## config.mk

```make
export PLATFORM = sky130hd
export DESIGN_NAME = bus_cmd_master
export DESIGN_NICKNAME = d
export VERILOG_FILES = /design/src/rtl/bus_pkg.sv /design/src/rtl/bus_cmd_master.sv
export SDC_FILE = /design/constraint.sdc
export NUM_CORES = 1
export LEC_CHECK = 0
export ABC_AREA = 1
export CAP_MARGIN = 0
export CORE_ASPECT_RATIO = 1.2
export CORE_UTILIZATION = 40
export DETAILED_ROUTE_END_ITERATION = 12
export GPL_TIMING_DRIVEN = 1
export PLACE_DENSITY = 0.78
export SETUP_SLACK_MARGIN = 0.3
export SLEW_MARGIN = 20
export SYNTH_ARGS = -nofsm -noshare
export SYNTH_HDL_FRONTEND = slang
export SYNTH_SLANG_ARGS = --single-unit
```

## constraint.sdc

```tcl
create_clock -name pclk -period 3.5 [get_ports pclk]
set_clock_uncertainty 0.15 [all_clocks]
set_input_delay 0.7 -clock pclk [delete_from_list [all_inputs] [get_ports pclk]]
set_output_delay 0.7 -clock pclk [all_outputs]
set_load 0.005 [all_outputs]
```

## src/rtl/bus_pkg.sv

```systemverilog
// bus_pkg: shared definitions for the peripheral register bus.
package bus_pkg;

  localparam int unsigned BUS_ADDR_W = 8;
  localparam int unsigned BUS_DATA_W = 32;

  // Width of the read latency down-counter; covers latencies 1..15.
  localparam int unsigned LAT_CNT_W = 4;

  // Register offsets decoded by peripheral slaves (bits [3:2]).
  localparam logic [BUS_ADDR_W-1:0] REG_CTRL   = 8'h00;
  localparam logic [BUS_ADDR_W-1:0] REG_STATE1 = 8'h04;
  localparam logic [BUS_ADDR_W-1:0] REG_STATE2 = 8'h08;

  typedef enum logic [1:0] {
    StIdle   = 2'd0,
    StStrobe = 2'd1,
    StWait   = 2'd2,
    StResp   = 2'd3
  } bus_state_e;

endpackage

```

## src/rtl/bus_cmd_master.sv

```systemverilog
// bus_cmd_master: turns one valid/ready command at a time into a single-cycle
// read or write strobe on the peripheral bus and returns read data on a
// valid/ready response port. All outputs are registered.
// Optional: define BUS_CMD_MASTER_WRITE_ACK_EN to also return a response
// (rsp_is_write = 1, rsp_rdata = 0) for every write.
module bus_cmd_master
  import bus_pkg::*;
#(
  parameter int unsigned ADDR_W       = BUS_ADDR_W,
  parameter int unsigned DATA_W       = BUS_DATA_W,
  parameter int unsigned READ_LATENCY = 1
) (
  input  logic              pclk,
  input  logic              nreset,
  input  logic              cmd_valid,
  output logic              cmd_ready,
  input  logic              cmd_write,
  input  logic [ADDR_W-1:0] cmd_addr,
  input  logic [DATA_W-1:0] cmd_wdata,
  output logic              rsp_valid,
  input  logic              rsp_ready,
  output logic [DATA_W-1:0] rsp_rdata,
  output logic              rsp_is_write,
  output logic              busy,
  output logic              bus_write_en,
  output logic              bus_read_en,
  output logic [ADDR_W-1:0] bus_addr,
  output logic [DATA_W-1:0] bus_write_data,
  input  logic [DATA_W-1:0] bus_read_data
);

  // Counter load value: WAIT lasts READ_LATENCY cycles, sampling when it hits 0.
  localparam logic [LAT_CNT_W-1:0] CntInit = LAT_CNT_W'(READ_LATENCY - 1);

  bus_state_e           state_q, state_d;
  logic [LAT_CNT_W-1:0] cnt_q, cnt_d;
  logic                 write_q, write_d;
  logic                 cmd_ready_q, cmd_ready_d;
  logic                 busy_q, busy_d;
  logic                 rsp_valid_q, rsp_valid_d;
  logic [DATA_W-1:0]    rdata_q, rdata_d;
  logic                 wr_en_q, wr_en_d;
  logic                 rd_en_q, rd_en_d;
  logic [ADDR_W-1:0]    addr_q, addr_d;
  logic [DATA_W-1:0]    wdata_q, wdata_d;
`ifdef BUS_CMD_MASTER_WRITE_ACK_EN
  logic                 is_write_q, is_write_d;
`endif

  // State and registered outputs; reset clears everything asynchronously.
  always_ff @(posedge pclk or negedge nreset) begin
    if (!nreset) begin
      state_q     <= StIdle;
      cnt_q       <= '0;
      write_q     <= 1'b0;
      cmd_ready_q <= 1'b0;
      busy_q      <= 1'b0;
      rsp_valid_q <= 1'b0;
      rdata_q     <= '0;
      wr_en_q     <= 1'b0;
      rd_en_q     <= 1'b0;
      addr_q      <= '0;
      wdata_q     <= '0;
    end else begin
      state_q     <= state_d;
      cnt_q       <= cnt_d;
      write_q     <= write_d;
      cmd_ready_q <= cmd_ready_d;
      busy_q      <= busy_d;
      rsp_valid_q <= rsp_valid_d;
      rdata_q     <= rdata_d;
      wr_en_q     <= wr_en_d;
      rd_en_q     <= rd_en_d;
      addr_q      <= addr_d;
      wdata_q     <= wdata_d;
    end
  end

`ifdef BUS_CMD_MASTER_WRITE_ACK_EN
  // Response type flag, only present when writes are acknowledged.
  always_ff @(posedge pclk or negedge nreset) begin
    if (!nreset) begin
      is_write_q <= 1'b0;
    end else begin
      is_write_q <= is_write_d;
    end
  end
`endif

  // Next-state and next-output logic; strobes default low so each lasts one cycle.
  always_comb begin
    state_d     = state_q;
    cnt_d       = cnt_q;
    write_d     = write_q;
    rdata_d     = rdata_q;
    addr_d      = addr_q;
    wdata_d     = wdata_q;
    rsp_valid_d = 1'b0;
    wr_en_d     = 1'b0;
    rd_en_d     = 1'b0;
`ifdef BUS_CMD_MASTER_WRITE_ACK_EN
    is_write_d  = is_write_q;
`endif
    case (state_q)
      StIdle: begin
        // cmd_ready_q is low for the first cycle after reset, so gate on it.
        if (cmd_valid && cmd_ready_q) begin
          state_d = StStrobe;
          write_d = cmd_write;
          addr_d  = cmd_addr;
          wdata_d = cmd_wdata;
          wr_en_d = cmd_write;
          rd_en_d = !cmd_write;
        end
      end
      StStrobe: begin
        if (write_q) begin
`ifdef BUS_CMD_MASTER_WRITE_ACK_EN
          state_d     = StResp;
          rdata_d     = '0;
          is_write_d  = 1'b1;
          rsp_valid_d = 1'b1;
`else
          state_d     = StIdle;
`endif
        end else begin
          state_d = StWait;
          cnt_d   = CntInit;
        end
      end
      StWait: begin
        if (cnt_q == '0) begin
          state_d     = StResp;
          rdata_d     = bus_read_data;
          rsp_valid_d = 1'b1;
`ifdef BUS_CMD_MASTER_WRITE_ACK_EN
          is_write_d  = 1'b0;
`endif
        end else begin
          cnt_d = cnt_q - 1'b1;
        end
      end
      StResp: begin
        if (rsp_ready) begin
          state_d = StIdle;
        end else begin
          rsp_valid_d = 1'b1;
        end
      end
      default: state_d = StIdle;
    endcase
    cmd_ready_d = (state_d == StIdle);
    busy_d      = (state_d != StIdle);
  end

  assign cmd_ready      = cmd_ready_q;
  assign busy           = busy_q;
  assign rsp_valid      = rsp_valid_q;
  assign rsp_rdata      = rdata_q;
  assign bus_write_en   = wr_en_q;
  assign bus_read_en    = rd_en_q;
  assign bus_addr       = addr_q;
  assign bus_write_data = wdata_q;
`ifdef BUS_CMD_MASTER_WRITE_ACK_EN
  assign rsp_is_write   = is_write_q;
`else
  assign rsp_is_write   = 1'b0;
`endif

endmodule

```

## After elaboration in Yosys (flattened, before gate mapping)

Cells that the tools add are included.

| cells by class | value |
|---|---|
| add/subtract/negate cells | 1 |
| equal/unequal tests | 5 |
| multiplexer cells | 15 |
| reductions and logical operators | 10 |

Operators with widths:

| cell | count |
|---|---|
| 2-bit 2-to-1 mux | 4 |
| 4-bit 2-to-1 mux | 2 |
| 2-bit case mux with 4 select lines | 1 |
| 4-bit case mux with 2 select lines | 1 |
| 1-bit 2-to-1 mux | 6 |
| 2-bit equality test (second input constant) | 2 |
| 2-bit logical NOT | 2 |
| 4-bit logical NOT | 1 |
| 2-bit != test (second input constant) | 2 |
| 2-bit AND reduction | 2 |
| 2-bit nonzero test | 2 |
| 4-bit by 1-bit subtractor with 4-bit output (second input constant) | 1 |
| 3-bit AND reduction | 1 |
| 2-bit by 1-bit equality test with 1-bit output (second input constant) | 1 |
| 1-bit case mux with 2 select lines | 1 |
| 1-bit logical AND | 1 |
| 1-bit logical NOT | 1 |

| storage, ports and cells | value |
|---|---|
| flip-flop bits (word level) | 84 |
| input bits | 77 |
| logic and storage cells | 42 |

## Depth between registers and ports, before layout

| logic depth | value |
|---|---|
| word-level depth | 4 |
| mapped depth | 7 |
| mapped depth without buffers | 7 |

## Worst setup path before layout

OpenSTA, ideal clock, no wires.

| path | value |
|---|---|
| path type | input -> register |
| from | input port cmd_valid |
| to | register wdata_q[10] (netlist: bus_write_data[10]) |
| setup time | 130 ps |
| data arrival time | 1227 ps |
| path slack | 1993 ps |
| stages on the path | 5 |
| path buffers | 2 |
| path through | nand4_2 -> buf_6 -> buf_6 -> nand2_1 -> o21ai_0 |

| on the way | value |
|---|---|
| longest elaborated chain between the ends | 2 |

RTL lines:

| item | RTL line | source |
|---|---|---|
| start, declared | bus_cmd_master.sv:15 | `input logic cmd_valid,` |
| 1-bit logical AND | bus_cmd_master.sv:107 | `if (cmd_valid && cmd_ready_q) begin` |
| 2-bit AND reduction (no source line) | -- |  |
| end signal, assigned | bus_cmd_master.sv:75 | `wdata_q <= wdata_d;` |
| end, declared | bus_cmd_master.sv:45 | `logic [DATA_W-1:0] wdata_q, wdata_d;` |

Every way passes these cells.
A chain may end at the register's enable or synchronous reset.

## Final worst setup path

| path | value |
|---|---|
| from | input port cmd_valid |
| to | register wdata_q[19] (netlist: bus_write_data[19]) |

Same word-level chain as after synthesis.

==> results.toml <==
[synth]
synthDistinctLibCells = 21
seq_area_frac_synth = 0.612
synth_compound_area_frac = 0.129
synth_top_family_by_area = "buffers and inverters"
synth_area_leaders = "dfrtp_1 (61%), nand2_1 (9.3%), inv_1 (8.6%)"
synth_edf_count = 0
muxShareOfSynthArea = 0
yosysTopAreaCell = "dfrtp_1"
synth_fp_nets = 442
async_reset_ff_frac = 1.00
ys_warn_count = 0
synthesis.area_um2 = 3440
post_synth.cell_area_avg_um2 = 9.47
ys.flop_type = "dfrtp_1"
synthTopCellsByCount = "nand2_1 (85), dfrtp_1 (84), inv_1 (79), o21ai_0 (40), o21ai_1 (22)"
synth-xor-area-share = 0.00255
synth_top_area_frac = 0.612
synth_fa_ha_area_frac = 0.00728
ys_seq_elements = 84
synthSimpleGateAreaFrac = 0.117
synthCells = 363
yosysMostFrequentCell = "nand2_1"

[clocking]
cts_root_buffer = "clkbuf_8"
cts_setup_buffers = 0
clk_pin_slew_ns = 0.08
clk_latency_ns = 0.33
cts_hold_buf = 0
clockBufferDepth = 2
cts_resized = 0
cts_tree = "done"
cts.sinks = 84
cts_buffers = 9
htreeDepth = 3

[floorplanning]
dieArea_um2 = 8970
start_util = 0.417
core_um2 = 8240
io-pin-count = 155
rows = 36
die_width_um = 86.6
fp.dieH_um = 104

[run_status]
outcome = "finished, final reports clean"

[timing]
rsz0062_at_grt = "false"
setup_violations = 0
fin_crit_sh = 0.676
finalHoldViolations = 0
worst-slew-pin-transition_ns = 0.931
tns_ns = 0
fmax_ghz = 0.423
drv_slew = 0
slew_headroom = 0.378
fin_crit_ns = 2.37

[detailed_routing]
drt_wl_total_mm = 7.03
num_vias = 2742
via_per_inst = 4.36
drt-initial-drc-count = 104
routedWlPerCell_um = 11.2
firstDrtPassIters = 4
ant_nets = 0
route.detailed.drc = 0

[setup_path]
reg2reg_slack_ns = 1.32
r2r-start = "cnt_q[0]$_DFFE_PN0P_"
r2r_cells = 6
end_kind = "flip-flop"
cp-start-kind = "input port"
r2r-end = "rsp_rdata[6]$_DFFE_PN0P_"
cp.arrival_ns = 2.44
critPathLaunch = "cmd_valid"
crit_end = "bus_write_data[19]$_DFFE_PN0P_"
critPathRequiredTime_ns = 3.57
critical_path_class = "input port to flip-flop"
crit_path_max_fanout = 86

[power_and_ir_drop]
intPower_mw = 2.80
switching_share = 0.317
power_mw = 4.10
p_seq_frac = 0.408
p_comb_frac = 0.432
clkPwrFrac = 0.160
power_density_nw_per_um2 = 793
p_sw_mw = 1.30
leakagePower_nw = 2.56
peakVddDrop_mv = 0.323

[finish]
fin_util = 0.628
antenna_cells = 0
area_growth_pct = 50.5
n_fill_cell = 684
drive_above_1_share = 0.0680
nets = 590

[global_routing]
antenna_found_initial = 0
grt_pass1_vias = 2694
grt_max_degree = 87
grt_first_pass_wirelength_mm = 11.7
grt_overflow = 0
track_usage = 0.165

[placed_design]
place.port_buffers = 153
place_congestion = 0.699
dpl.hpwl_mm = 5.19

[run]
drv_cap = 0

[worst_hold_path]
hp-class = "input port to async pin"
==> power by group through the flow <==
stage                     combinational (mW)  sequential, mW  clock, mW
after floorplan                        0.773            1.70          0
after global placement                  1.74            1.67          0
after detailed placement                1.80            1.68          0
after CTS                               1.80            1.68      0.689
after global routing                    1.97            1.73      0.736
final                                   1.77            1.67      0.657
==> sequential cells by signal, summed over array words and instances, names as in the netlist, 2 cells and up <==
signal,count
cnt_q,4
rsp_rdata,32
bus_write_data,32
bus_addr,8
state_q,2
==> layer usage <==
metal / vias up / wire, um / GRT usage
li1: 1384 / - / -
met1: 1225 / 3050 / 0.201
met2: 120 / 3300 / 0.269
met3: 13 / 538 / 0.0422
met4: 0 / 141 / 0.0786
met5: - / 0 / 0
==> critical path, cell delays in order <==
cell and delay (ns):
clkdlybuf4s50_1 0.50, nand4_4 0.71, o21ai_0 0.48
==> metrics by stage <==
stage	cell area [um2]	hold slack [ns]	std cells	setup slack, ns
after floorplan	3440	0.254	363	1.99
after global placement	4980	0.312	614	0.860
after detailed placement	4980	0.320	614	0.751
after CTS	5170	0.338	629	1.13
after global routing	5170	0.301	629	0.918
final	5170	0.239	629	1.13
==> worst min-delay path by stage <==
stage	start	slack, ns	cells past startpoint	endpoint
after floorplan	nreset	0.25	0	bus_addr[0]$_DFFE_PN0P_
after global placement	rsp_rdata[4]$_DFFE_PN0P_	0.31	2	rsp_rdata[4]$_DFFE_PN0P_
after detailed placement	rsp_rdata[22]$_DFFE_PN0P_	0.32	2	rsp_rdata[22]$_DFFE_PN0P_
after CTS	rsp_rdata[22]$_DFFE_PN0P_	0.34	2	rsp_rdata[22]$_DFFE_PN0P_
after global routing	nreset	0.30	1	bus_write_data[20]$_DFFE_PN0P_
final	nreset	0.24	1	rsp_rdata[19]$_DFFE_PN0P_
==> cell families after synthesis <==
logic type	Yosys count
AO/OA/AOI/OAI	78
XOR/XNOR	1
adder cells (fa/ha/maj)	2
other	1
AND/OR/NAND/NOR	99
buffers and inverters	98
flip-flops	84
==> cell usage in the layout, fill, tap and decap left out <==
cell type        synthesis  final
o21ai_2                 14     14
o21ai_0                 40     40
clkbuf_1                 3      1
nor2_4                   1      1
ha_1                     2      2
conb_1                   1      1
nand2_1                 85     85
nand3_2                  1      1
clkbuf_8                 0     10
clkinv_2                 0      1
buf_4                    1      1
clkinvlp_4               0      2
o22ai_1                  1      1
nand4_4                  0      1
nor2_1                   5      5
nand3_1                  6      6
clkdlybuf4s50_1          0    152
dfrtp_1                 84     84
a21oi_1                  1      1
bufinv_16                0      1
xor2_1                   1      1
inv_2                    2      2
o21ai_1                 22     22
inv_1                   79     79
buf_6                   10      1
==> area by class of cell <==
type	instances	area, um2	area share
inverter	81	304	0.0588
clock inverter	4	50.0	0.00968
clock buffer	11	141	0.0273
multi-input combinational	181	892	0.172
tap	114	143	0.0276
timing repair buffer	154	1540	0.298
sequential	84	2100	0.406
Power figures use the tool's default switching activity.
